**src/rtl/base_alatch_oe_q.sv**
```systemverilog
// Registered-output queue: a head register (o_v/o_d) fed from a small circular store,
// with same-cycle bypass on empty. Define BASE_ALATCH_OE_Q_CNT_EN to expose o_cnt.
module base_alatch_oe_q #(
  parameter int width = 1,
  parameter int depth = 4,
  parameter int afull = depth - 1
) (
  input  logic             clk,
  input  logic             reset,
  input  logic             i_v,
  input  logic [0:width-1] i_d,
  output logic             i_r,
  output logic             o_v,
  output logic [0:width-1] o_d,
  input  logic             o_r,
  output logic             o_en,
  output logic             o_afull
`ifdef BASE_ALATCH_OE_Q_CNT_EN
  ,
  output logic [$clog2(depth+1)-1:0] o_cnt
`endif
);

  localparam int sdepth = depth - 1;
  localparam int pw     = (sdepth > 1) ? $clog2(sdepth) : 1;
  localparam int cw     = $clog2(depth + 1);

  typedef logic [pw-1:0] ptr_t;
  typedef logic [cw-1:0] cnt_t;

  localparam ptr_t ptr_last = ptr_t'(sdepth - 1);

  logic [0:width-1] mem [0:sdepth-1];
  ptr_t rd_q, wr_q;
  cnt_t cnt_q;
  cnt_t cnt_nxt;
  cnt_t occ;
  cnt_t occ_nxt;
  logic push, st_empty, bypass, st_wr, st_rd, o_v_nxt;

  assign occ      = {{(cw-1){1'b0}}, o_v} + cnt_q;
  assign i_r      = (occ < cnt_t'(depth)) | o_r;
  assign o_en     = o_r | ~o_v;
  assign push     = i_v & i_r;
  assign st_empty = (cnt_q == '0);
  assign bypass   = o_en & st_empty & push;
  assign st_wr    = push & ~bypass;
  assign st_rd    = o_en & ~st_empty;

  always_comb begin
    cnt_nxt = cnt_q;
    if (st_wr && !st_rd) cnt_nxt = cnt_q + cnt_t'(1);
    else if (!st_wr && st_rd) cnt_nxt = cnt_q - cnt_t'(1);
    o_v_nxt = o_en ? (~st_empty | push) : o_v;
    occ_nxt = {{(cw-1){1'b0}}, o_v_nxt} + cnt_nxt;
  end

  always_ff @(posedge clk or negedge reset) begin
    if (!reset) begin
      o_v     <= 1'b0;
      o_afull <= 1'b0;
      rd_q    <= '0;
      wr_q    <= '0;
      cnt_q   <= '0;
    end else begin
      o_v     <= o_v_nxt;
      o_afull <= (occ_nxt >= cnt_t'(afull));
      cnt_q   <= cnt_nxt;
      if (st_rd) rd_q <= (rd_q == ptr_last) ? '0 : rd_q + ptr_t'(1);
      if (st_wr) wr_q <= (wr_q == ptr_last) ? '0 : wr_q + ptr_t'(1);
    end
  end

  // Payload storage is deliberately unreset; o_v qualifies everything downstream.
  always_ff @(posedge clk) begin
    if (st_wr) mem[wr_q] <= i_d;
    if (st_rd) o_d <= mem[rd_q];
    else if (bypass) o_d <= i_d;
  end

`ifdef BASE_ALATCH_OE_Q_CNT_EN
  always_ff @(posedge clk or negedge reset) begin
    if (!reset) o_cnt <= '0;
    else        o_cnt <= occ_nxt;
  end
`endif

endmodule

```
**config.mk**
```make
export PLATFORM = sky130hd
export DESIGN_NAME = base_alatch_oe_q
export DESIGN_NICKNAME = d
export VERILOG_FILES = /design/src/rtl/base_alatch_oe_q.sv
export SDC_FILE = /design/constraint.sdc
export NUM_CORES = 1
export LEC_CHECK = 0
export BUFFER_PORTS_ARGS = -buffer_cell sky130_fd_sc_hd__buf_2
export CORE_MARGIN = 4
export CORE_UTILIZATION = 39
export CTS_CLUSTER_DIAMETER = 30
export DETAILED_ROUTE_END_ITERATION = 16
export GPL_TIMING_DRIVEN = 0
export PLACE_DENSITY = 0.64
export SETUP_SLACK_MARGIN = 0.02
export SKIP_CTS_REPAIR_TIMING = 1
export SLEW_MARGIN = 15
export SYNTH_ARGS = -nofsm -noshare
export SYNTH_HDL_FRONTEND = slang
export SYNTH_SLANG_ARGS = --single-unit
```
**constraint.sdc**
```tcl
create_clock -name clk -period 5.6 [get_ports clk]
set_clock_uncertainty 0.2 [all_clocks]
set_input_delay 0.56 -clock clk [delete_from_list [all_inputs] [get_ports clk]]
set_output_delay 0.56 -clock clk [all_outputs]
set_load 0.01 [all_outputs]
```
# [Yosys cells after proc, flatten, opt, wreduce, memory -nomap -nowiden]
# Memories as Yosys holds them, arrays and structs flattened.
# Cells that the tools add are included.
[word_totals] reg_bits=10 ram_bits=3 out_inout_bits=5 mem_count=1
[op_classes] add_sub_neg=6 order_cmp=2 eq_ne=2 mux=9 n_bitwise=11 reduce_logical=6
[mem_list] name="mem" words=3 word_bits=1 read_ports=1 rd_ports_with_merged_regs=0 write_ports=1 line="33" text="logic [0:width-1] mem [0:sdepth-1];"
[ops] cell="1-bit by 3-bit adder with 3-bit output" n=2
[ops] cell="3-bit 2-to-1 mux" n=2
[ops] cell="1-bit AND" n=5
[ops] cell="1-bit 2-to-1 mux" n=5
[ops] cell="2-bit by 1-bit adder with 2-bit output (second input constant)" n=2
[ops] cell="2-bit equality test (second input constant)" n=2
[ops] cell="2-bit 2-to-1 mux" n=2
[ops] cell="3-bit by 1-bit adder with 3-bit output (second input constant)" n=1
[ops] cell="3-bit by 2-bit >= comparator with 1-bit output (second input constant)" n=1
[ops] cell="3-bit zero test" n=1
[ops] cell="3-bit < comparator (second input constant)" n=1
[ops] cell="1-bit NOT" n=3
[ops] cell="1-bit OR" n=3
[ops] cell="3-bit by 1-bit subtractor with 3-bit output (second input constant)" n=1
[ops] cell="1-bit logical AND" n=2
[ops] cell="1-bit zero test" n=2
[ops] cell="2-bit nonzero test" n=1

# [Depth between registers and ports, before layout]
# Gate-level depths: netlist of run 1.
[logic_depth] ltp_word=13 ltp_mapped=10

# [Least setup slack after synthesis of run 1]
# OpenSTA, ideal clock, no wires.
[synth_path] kind="input port to flip-flop" from="input o_r" to="register o_afull" arrival_ns=1.871 required_time_ns=5.272 setup_slack_ns=3.402 cell_stages=9 path_buffers=0 cell_sequence="and2b_4 -> inv_2 -> o211a_1 -> nor2_1 -> xnor2_1 -> ha_1 -> ha_1 -> a21boi_0 -> mux2i_1"
[synth_via] elab_chain_cells=11 elab_cells_between_ends=18
[synth_lines] element="from (decl)" line="15" text="input logic o_r,"
[synth_lines] element="1-bit OR *" line="43" text="assign o_en = o_r | ~o_v;"
[synth_lines] element="net o_en" line="16" text="output logic o_en,"
[synth_lines] element="1-bit AND (2 in a row)" line="46" text="assign bypass = o_en & st_empty & push;"
[synth_lines] element="1-bit NOT" line="47" text="assign st_wr = push & ~bypass;"
[synth_lines] element="1-bit AND" line="47"
[synth_lines] element="1-bit zero test" line="53" text="else if (!st_wr && st_rd) cnt_nxt = cnt_q - cnt_t'(1);"
[synth_lines] element="1-bit logical AND" line="53"
[synth_lines] element="3-bit 2-to-1 mux" line="53"
[synth_lines] element="3-bit 2-to-1 mux *" line="52" text="if (st_wr && !st_rd) cnt_nxt = cnt_q + cnt_t'(1);"
[synth_lines] element="net cnt_nxt[0]" line="36" text="cnt_t cnt_nxt;"
[synth_lines] element="1-bit by 3-bit adder with 3-bit output *" line="55" text="occ_nxt = {{(cw-1){1'b0}}, o_v_nxt} + cnt_nxt;"
[synth_lines] element="3-bit by 2-bit >= comparator with 1-bit output *" line="67" text="o_afull <= (occ_nxt >= cnt_t'(afull));"
[synth_lines] element="to (signal assigned)" line="67"
[synth_lines] element="to (decl)" line="17" text="output logic o_afull"
# The timed path passes the listed nets; every way through them passes the cells marked *.
# A chain may end at the register's enable or synchronous reset.

# [Worst setup path after layout of run 1]
[layout_path] from="register cnt_q[0]" to="register o_afull"
[layout_via] elab_chain_cells=13 elab_cells_between_ends=23
[layout_lines] element="from (decl)" line="35" text="cnt_t cnt_q;"
[layout_lines] element="from (signal assigned)" line="68" text="cnt_q <= cnt_nxt;"
[layout_lines] element="1-bit by 3-bit adder with 3-bit output" line="41" text="assign occ = {{(cw-1){1'b0}}, o_v} + cnt_q;"
[layout_lines] element="3-bit < comparator" line="42" text="assign i_r = (occ < cnt_t'(depth)) | o_r;"
[layout_lines] element="1-bit OR" line="42"
[layout_lines] element="1-bit AND" line="44" text="assign push = i_v & i_r;"
[layout_lines] element="1-bit AND" line="46"
[layout_lines] element="1-bit NOT" line="47"
[layout_lines] element="1-bit AND" line="47"
[layout_lines] element="1-bit zero test" line="53"
[layout_lines] element="1-bit logical AND" line="53"
[layout_lines] element="3-bit 2-to-1 mux" line="53"
[layout_lines] element="3-bit 2-to-1 mux *" line="52"
[layout_lines] element="net cnt_nxt[0]" line="36"
[layout_lines] element="1-bit by 3-bit adder with 3-bit output *" line="55"
[layout_lines] element="3-bit by 2-bit >= comparator with 1-bit output *" line="67"
# Marked as above.

==> results of run 1 <==
routing by layer:
metal / routed length, µm / up-vias / part of all wire (%) / global-route usage (%)
met4: 8 / 0 / 0.62 / 5.11
met1: 600 / 273 / 46 / 13.2
met2: 645 / 7 / 50 / 19.8
met3: 45 / 2 / 3.5 / 5.82
li1: - / 294 / - / -
met5: 0 / - / 0 / 0
sequential cells by signal, indices dropped and copies added (netlist names):
register	count
cnt_q	3
mem	3
rd_q	2
wr_q	2
o_afull	1
o_d	1
o_v	1
cell usage in the layout (no fill, tap or decap), types with 2 or more instances in the layout:
| cell type | count |
|---|---|
| a21oi_1 | 4 |
| buf_2 | 9 |
| clkbuf_4 | 3 |
| dfrtp_1 | 9 |
| edfxtp_1 | 4 |
| ha_1 | 5 |
| inv_1 | 3 |
| mux2_2 | 3 |
| mux2_4 | 2 |
| mux2i_1 | 2 |
| nand2_1 | 3 |
| nand3_1 | 2 |
| nand3b_1 | 3 |
| nor2_1 | 8 |
| nor2b_1 | 3 |
| o211a_1 | 2 |
| o21ai_0 | 2 |
| xnor2_1 | 2 |
worst max-delay path, delay by kind of cell (launching register included):
kind,cells,cell delay [ns]
flops,1,0.48
mux,1,0.09
compound gates,2,0.40
fa+ha+maj,3,0.71
xor+xnor,1,0.10
buf+inv,1,0.14
simple gates,2,0.19
power by group:
| part | internal [mW] | total [mW] | switching [mW] | leakage, nW |
|---|---|---|---|---|
| clock network | 0.0276 | 0.0539 | 0.0263 | 0.0150 |
| logic | 0.132 | 0.258 | 0.126 | 0.251 |
| registers | 0.136 | 0.171 | 0.0347 | 0.143 |
cell type report:
type	count	area [µm²]	area share, %
inverter	4	15.0	1.62
multi-input combinational	56	443	47.6
timing repair buffer	10	55.1	5.92
buffer	1	11.3	1.21
tap	27	33.8	3.63
clock buffer	4	26.3	2.83
sequential	13	345	37.1
through the flow:
| step | worst slack, ns | total power, mW | area [µm²] | instances |
|---|---|---|---|---|
| after global placement | 3.17 | 0.425 | 893 | 110 |
| final | 3.18 | 0.483 | 930 | 115 |
| after global routing | 3.01 | 0.536 | 930 | 115 |
| after floorplan | 3.40 | 0.379 | 815 | 74 |
| after CTS | 3.18 | 0.490 | 920 | 114 |
| after detailed placement | 3.11 | 0.433 | 893 | 110 |
cells by family after synthesis:
group / count (synthesis) / synth area share, %
and+or+nand+nor: 27 / 19.2
adders and majority gates: 5 / 7.68
DFF: 13 / 42.4
xor gates and xnor gates: 2 / 2.15
buffers and inverters: 5 / 3.23
muxes: 7 / 10.3
AOI/OAI and AO/OA: 15 / 15.1
cell usage after synthesis (all sizes together):
master  count
a21oi       5
nor2        8
mux2i       2
a211oi      1
nand3       2
and3        1
nand4       1
nor2b       3
and2b       1
inv         4
a21boi      1
o221ai      1
o211a       2
nand4b      1
ha          5
xnor2       2
edfxtp      4
buf         1
or3b        1
o21ba       1
dfrtp       9
o21ai       3
nand3b      3
nand2       3
nor3b       1
nand2b      1
mux2        5
o21a        1
nor3        1
worst max path at each step:
stage                             from  slack, ns                end  cells past startpoint
floorplan                          o_r       3.40  o_afull$_DFF_PN0_                      9
detailed placement                 o_r       3.11  o_afull$_DFF_PN0_                     10
CTS                 cnt_q[0]$_DFF_PN0_       3.18  o_afull$_DFF_PN0_                     10
global route        cnt_q[1]$_DFF_PN0_       3.01  o_afull$_DFF_PN0_                     10
finish              cnt_q[0]$_DFF_PN0_       3.18  o_afull$_DFF_PN0_                     10
global placement                   o_r       3.17  o_afull$_DFF_PN0_                     10
==> impl_metrics.tcl, run 1 <==
set metrics [dict create \
    viasPerCell 5.01 \
    critPathLaunchType "register" \
    cts.reportedPaths.clkPinSlew_ns 0.07 \
    cp_slowest_stage_delay_ns 0.48 \
    cp_cell_sequence "inv_1, ha_1, nor2_1, o211a_1, nor2_1, xnor2_1, ha_1, ha_1, a21boi_0, mux2i_1" \
    worstSetupPathType "reg2reg" \
    rr_endpoint "o_afull$_DFF_PN0_" \
    ys_ff_latch 13 \
    arrival_ns 2.37 \
    grt_pass1_wl_um 2440 \
    synth.distinct_cells 33 \
    start_util_pct 41.1 \
    postRouteAntennaNets 0 \
    yosysWarningCount 0 \
    setup_tns_ns 0 \
    grt_start_max_net_pins 10 \
    hold_depth 1 \
    nFillCells 190 \
    worst_slew_pin_slew_ns 0.267 \
    synthesis.nets 84 \
    rsz0062_at_grt "no" \
    routed_wl_um 1300 \
    drtPass1Iterations 4 \
    synth.area.top_cells "dfrtp_1 (28%), edfxtp_1 (15%), ha_1 (7.7%)" \
    die_w_um 53.7 \
    synth_area_um2 815 \
    layout.nets 99 \
    hold_violations 0 \
    io_buffers 9 \
    die_y_um 53.7 \
    finalSetupViolations 0 \
    drc 0 \
    vias 576 \
    cts_tree "yes" \
    post-route-period-util_pct 43.2 \
    grt_pass1_vias 569 \
    endpoint_kind "register" \
    die-area_mm2 0.00288 \
    fmax_mhz 413 \
    vdd_drop_max_v 0.000272 \
    cts_made_buffers 3 \
    core_mm2 0.00198 \
    reg2reg_depth 10 \
    drv_slew 0 \
    antenna_found_initial 0 \
    yosysTopAreaCell "dfrtp_1" \
    grt.total_usage_pct 12.1 \
    final_core_util_pct 46.9 \
    pin_count 10 \
    max-slew-margin-rel_pct 82.2 \
    cap_viol_max_count 0 \
    syn_area_per_cell_um2 11.0 \
    initialDrtViolationCount 5 \
    min_to "mem[1]$_DFFE_PP_" \
    finalCriticalPeriod_ns 2.42 \
    power_density_mw_per_mm2 520 \
    htree_num_levels 1 \
    clk_latency_ns 0.27 \
    wl_per_cell_um 11.3 \
    gr-total-overflow 0 \
    p_leak_nw 0.409 \
    diodes 0 \
    r2r_slack_ns 3.18 \
    holdCritStartpoint "i_d" \
    cts_buffer_depth 2 \
    fin_hold_ws_ns 0.312 \
    dp_hpwl_um 1020 \
    synth_cells 74 \
    clock-root-buffer "clkbuf_4" \
    syn2layout_area_growth_pct 14.1 \
    std_cell_rows 16 \
    clock-sinks 13 \
    cpMaxStageDelayCell "dfrtp_1" \
    hold_path_class "in2reg" \
    status "completed" \
    drive_gt1_share_pct 27.3 \
    ys_seq_area_share_pct 42.4 \
    gp_congestion 0.769 \
    critical_path.most_common_cell "ha_1" \
    synth.top_cell.area_share_pct 27.6 \
    rr_startpoint "cnt_q[0]$_DFF_PN0_" \
    crit_fanout 7 \
    critPathRequiredTime_ns 5.55 \
]
No activity file was read; power rests on OpenSTA's default activity.
==> run 2, diff against run 1 <==
--- a/config.mk
+++ b/config.mk
@@ -5,13 +5,14 @@
 export SDC_FILE = /design/constraint.sdc
 export NUM_CORES = 1
 export LEC_CHECK = 0
+export ABC_AREA = 1
 export BUFFER_PORTS_ARGS = -buffer_cell sky130_fd_sc_hd__buf_2
 export CORE_MARGIN = 4
 export CORE_UTILIZATION = 39
 export CTS_CLUSTER_DIAMETER = 30
 export DETAILED_ROUTE_END_ITERATION = 16
 export GPL_TIMING_DRIVEN = 0
-export PLACE_DENSITY = 0.64
+export PLACE_DENSITY = 0.65
 export SETUP_SLACK_MARGIN = 0.02
 export SKIP_CTS_REPAIR_TIMING = 1
 export SLEW_MARGIN = 15
==> constraint.sdc (replaced) <==
create_clock -name clk -period 2.3 [get_ports clk]
set_clock_uncertainty 0.2 [all_clocks]
set_input_delay 0.23 -clock clk [delete_from_list [all_inputs] [get_ports clk]]
set_output_delay 0.23 -clock clk [all_outputs]
set_load 0.01 [all_outputs]
==> impl_metrics.tcl, run 2 <==
set metrics [dict create \
    antenna_found_initial 0 \
    final_core_util_pct 52.4 \
    cpMaxStageDelayCell "dfrtp_2" \
    power_density_mw_per_mm2 1290 \
    min_to "o_v$_DFF_PN0_" \
    r2r_slack_ns 0.13 \
    async_flop_share_pct 69.2 \
    cts_buffer_depth 2 \
    clock-sinks 13 \
    setup_ws_ns 0.129 \
    drc 0 \
    worstSetupPathType "reg2reg" \
    holdCritStartpoint "i_v" \
    synthMostInstantiatedCell "inv_1" \
    hold_depth 3 \
    core_mm2 0.00176 \
    postRouteAntennaNets 0 \
    yosysWarningCount 0 \
    endpoint_kind "register" \
    finalCriticalPeriod_ns 2.17 \
    grt_start_max_net_pins 10 \
    cap_viol_max_count 0 \
    htree_num_levels 1 \
    routed_wl_um 1330 \
    synth_area_um2 746 \
    synth_top_flop_cell "dfrtp_1" \
    grt_pass1_wl_um 2130 \
    critPathLaunchType "register" \
    final_common_cell "inv_1" \
    die_y_um 51.7 \
    syn_area_per_cell_um2 9.56 \
    io_buffers 9 \
    cts_tree "yes" \
    arrival_ns 2.13 \
    vdd_drop_max_v 0.000520 \
    gp_congestion 0.782 \
    crit_fanout 9 \
    grt.total_usage_pct 10.9 \
    cp_slowest_stage_delay_ns 0.43 \
    vias 569 \
    ys_ff_latch 13 \
    dp_hpwl_um 989 \
    final_cell_mix "inv_1 (13), buf_2 (9), nand3_1 (8), nand2_1 (8), dfrtp_1 (8)" \
    cts.reportedPaths.clkPinSlew_ns 0.07 \
    rr_startpoint "cnt_q[0]$_DFF_PN0_" \
    cp_cell_sequence "buf_4, nand4_1, nand3_4, nand2_8, nand2_1, o21ai_2, xor2_1, ha_2, ha_1, nand2_1, nand3_2" \
    max-slew-margin-rel_pct 82.7 \
    rr_endpoint "o_afull$_DFF_PN0_" \
    cp_top_family "simple AND/OR/NAND/NOR gates" \
    start_util_pct 42.3 \
    drive_gt1_share_pct 35.4 \
    finalPower_mw 1.19 \
    wl_per_cell_um 10.7 \
    post-route-period-util_pct 94.4 \
    std_cell_rows 15 \
    yosysTopAreaCell "dfrtp_1" \
    grt_pass1_vias 502 \
    finalInstanceArea_um2 925 \
    top_regs "cnt_q: 3 flops, mem: 3 flops" \
    synth.distinct_cells 21 \
    clk_latency_ns 0.27 \
    stdcell_count 124 \
    drtPass1Iterations 4 \
    synthTopCellsByCount "inv_1 (13), dfrtp_1 (9), nand2_1 (9), nand3_1 (8), nand2_2 (6)" \
    placedCellCount 112 \
    synth.top_cell.area_share_pct 30.2 \
    status "completed" \
    synth_edf_count 4 \
    placed_area_um2 822 \
    finalSetupViolations 0 \
    rsz0062_at_grt "no" \
    hold_violations 0 \
    synthesis.nets 88 \
    viasPerCell 4.59 \
    layout.nets 110 \
    fmax_mhz 461 \
    critical_path.most_common_cell "nand2_1" \
    diodes 0 \
    critPathRequiredTime_ns 2.26 \
    synth.area.top_cells "dfrtp_1 (30%), edfxtp_1 (16%), ha_1 (8.4%)" \
    pin_count 10 \
    cts_made_buffers 3 \
    initialDrtViolationCount 8 \
    dp_slack_ns -0.00549 \
    synth_cells 78 \
    hold_path_class "in2reg" \
    syn2layout_area_growth_pct 24.0 \
    path_buf_inv 1 \
    p_leak_nw 0.438 \
    reg2reg_depth 11 \
    drv_slew 0 \
    die_w_um 51.7 \
    worst_slew_pin_slew_ns 0.258 \
    gr-total-overflow 0 \
    ys_seq_area_share_pct 46.3 \
    die-area_mm2 0.00268 \
    clock-root-buffer "clkbuf_4" \
]
==> run 2: cell families (layout without fill, tap and decap cells) <==
kind of cell,count (synthesis),in the layout,synth area share [%]
and+or+nand+nor,35,35,29.4
buffers and inverters,14,35,7.05
DFF,13,13,46.3
AOI/OAI and AO/OA,10,10,7.72
adders and majority gates,5,5,8.39
xor gates and xnor gates,1,1,1.17
==> run 2: report_power, final <==
| group | internal [mW] | leakage [nW] | switching [mW] |
|---|---|---|---|
| combinational | 0.289 | 0.281 | 0.375 |
| sequential | 0.337 | 0.142 | 0.0540 |
| clock | 0.0671 | 0.0150 | 0.0695 |
| total | 0.694 | 0.438 | 0.498 |
==> run 2: worst max-delay path by stage <==
stage	startpoint	endpoint	slack, ns	cells after the start
5_1_grt	cnt_q[0]$_DFF_PN0_	o_afull$_DFF_PN0_	0.01	11
3_5_place_dp	cnt_q[0]$_DFF_PN0_	o_afull$_DFF_PN0_	-0.005	12
6_report	cnt_q[0]$_DFF_PN0_	o_afull$_DFF_PN0_	0.13	11
3_3_place_gp	cnt_q[0]$_DFF_PN0_	o_afull$_DFF_PN0_	0.08	12
4_1_cts	cnt_q[0]$_DFF_PN0_	o_afull$_DFF_PN0_	-0.03	12
2_1_floorplan	cnt_q[0]$_DFF_PN0_	o_afull$_DFF_PN0_	0.21	12
==> run 2: metrics by stage <==
stage	hold slack, ns	TNS (ns)
detailed placement	-0.104	-0.00549
global route	0.154	0
finish	0.134	0
CTS	-0.402	-0.0286
global placement	-0.104	0
floorplan	-0.266	0
==> run 2: worst reg2reg max path, delay by kind of cell, from the launching register on <==
family                     cells  cell delay, ns
and+or+nand+nor                6            0.59
DFF                            1            0.43
adders and majority gates      2            0.41
xor gates and xnor gates       1            0.21
buffers and inverters          1            0.15
AOI/OAI and AO/OA              1            0.07
==> run 2: metal layers <==
metal | vias to the layer above | global-route usage [%] | share of wire, %
met5 | - | 0 | 0
met4 | 0 | 3.93 | 0.90
met3 | 2 | 3.44 | 4.0
met2 | 7 | 18.0 | 46
met1 | 253 | 13.3 | 48
li1 | 307 | - | -
==> run 2: layout make-up <==
| type | count | area, µm² |
|---|---|---|
| fill | 176 | 840 |
| multi-input combinational | 51 | 355 |
| sequential | 13 | 347 |
| timing repair buffer | 17 | 110 |
| inverter | 14 | 55.1 |
| tap | 25 | 31.3 |
| clock buffer | 4 | 26.3 |
==> run 3, diff against run 2 <==
==> constraint.sdc (replaced) <==
create_clock -name clk -period 2.8 [get_ports clk]
set_clock_uncertainty 0.2 [all_clocks]
set_input_delay 0.28 -clock clk [delete_from_list [all_inputs] [get_ports clk]]
set_output_delay 0.28 -clock clk [all_outputs]
set_load 0.01 [all_outputs]
==> impl_metrics.tcl, run 3 (same netlist as run 2, synthesis figures left out) <==
set metrics [dict create \
    cts.reportedPaths.clkPinSlew_ns 0.07 \
    finalInstanceArea_um2 858 \
    critical_path.most_common_cell "nand2_1" \
    grt_pass1_vias 502 \
    cts_buffer_depth 2 \
    finalSetupViolations 0 \
    drv_slew 0 \
    cpMaxStageDelayCell "dfrtp_1" \
    wl_per_cell_um 10.3 \
    cts_tree "yes" \
    cap_viol_max_count 0 \
    critPathLaunchType "register" \
    max-slew-margin-rel_pct 82.7 \
    fmax_mhz 436 \
    htree_num_levels 1 \
    final_common_cell "inv_1" \
    grt_start_max_net_pins 10 \
    antenna_found_initial 0 \
    gr-total-overflow 0 \
    grt_pass1_wl_um 2130 \
    vdd_drop_max_v 0.000383 \
    top_regs "cnt_q: 3 flops, mem: 3 flops" \
    crit_fanout 7 \
    clock-root-buffer "clkbuf_4" \
    stdcell_count 117 \
    finalPower_mw 0.899 \
    syn2layout_area_growth_pct 15.1 \
    postRouteAntennaNets 0 \
    dp_hpwl_um 989 \
    cp_cell_sequence "inv_1, ha_1, nand2_1, nand2_1, inv_2, nand2_1, o21ai_2, xor2_1, ha_1, ha_1, nand2_1, nand3_2" \
    worstSetupPathType "reg2reg" \
    cp_slowest_stage_delay_ns 0.43 \
    final_core_util_pct 48.7 \
    arrival_ns 2.25 \
    finalCriticalPeriod_ns 2.29 \
    drc 0 \
    final_cell_mix "inv_1 (13), nand2_1 (9), dfrtp_1 (9), buf_2 (9), nand3_1 (8)" \
    post-route-period-util_pct 81.9 \
    clock-sinks 13 \
    die_w_um 51.7 \
    die_y_um 51.7 \
    rsz0062_at_grt "no" \
    drive_gt1_share_pct 27.2 \
    start_util_pct 42.3 \
    io_buffers 9 \
    cp_top_family "adder cells" \
    clk_latency_ns 0.26 \
    endpoint_kind "register" \
    path_buf_inv 2 \
    grt.total_usage_pct 10.9 \
    power_density_mw_per_mm2 1050 \
    p_leak_nw 0.408 \
    std_cell_rows 15 \
    routed_wl_um 1200 \
    worst_slew_pin_slew_ns 0.258 \
    pin_count 10 \
    diodes 0 \
    layout.nets 103 \
    critPathRequiredTime_ns 2.76 \
    cts_made_buffers 3 \
    viasPerCell 4.62 \
    die-area_mm2 0.00268 \
    placed_area_um2 822 \
    setup_tns_ns 0 \
    vias 541 \
    hold_violations 0 \
    drtPass1Iterations 4 \
    status "completed" \
    placedCellCount 112 \
    core_mm2 0.00176 \
    nFillCells 182 \
    hold_path_class "in2reg" \
    gp_congestion 0.782 \
    initialDrtViolationCount 11 \
]
==> run 3: routing by layer <==
| metal | GRT usage (%) | up-vias | part of all wire (%) |
|---|---|---|---|
| li1 | - | 289 | - |
| met1 | 13.3 | 241 | 49 |
| met2 | 18.0 | 9 | 45 |
| met3 | 3.44 | 2 | 4.5 |
| met4 | 3.93 | 0 | 1.0 |
| met5 | 0 | - | 0 |
==> run 3: area by class of cell <==
cell class	instances	area [µm²]	share of cell area [%]
Sequential cell	13	345	40.2
Clock buffer	4	26.3	3.06
Inverter	14	52.6	6.12
Tap cell	25	31.3	3.64
Multi-Input combinational cell	51	348	40.5
Timing Repair Buffer	10	55.1	6.41
==> run 3: path summary, 6_finish.rpt <==
path	to	slack, ns	cells past startpoint	startpoint
max	o_afull$_DFF_PN0_	0.51	12	cnt_q[0]$_DFF_PN0_
min	mem[0]$_DFFE_PP_	0.04	1	i_d
max reg2reg	o_afull$_DFF_PN0_	0.51	12	cnt_q[0]$_DFF_PN0_
min reg2reg	rd_q[1]$_DFFE_PN0N_	0.36	2	rd_q[0]$_DFFE_PN0N_
max in group asynchronous	o_v$_DFF_PN0_	2.02	2	reset
min in group asynchronous	o_afull$_DFF_PN0_	0.19	2	reset
==> run 3: power by group <==
group	total [mW]	internal [mW]	switching, mW
Clock	0.111	0.0551	0.0561
Sequential	0.327	0.276	0.0510
Combinational	0.462	0.181	0.281
Total	0.899	0.511	0.388
==> run 3: worst register-to-register path, cell delays in order, from the launching register on <==
cell,delay (ns)
dfrtp_1,0.43
inv_1,0.10
ha_1,0.23
nand2_1,0.09
nand2_1,0.10
inv_2,0.14
nand2_1,0.08
o21ai_2,0.07
xor2_1,0.21
ha_1,0.18
ha_1,0.22
nand2_1,0.07
nand3_2,0.07
==> run 3: metrics by stage <==
step           setup slack (ns)  hold slack, ns
6_report                  0.506          0.0364
5_1_grt                   0.273          0.0391
4_1_cts                   0.471          -0.352
3_5_place_dp              0.495         -0.0535
3_3_place_gp              0.577         -0.0543
2_1_floorplan             0.713          -0.216
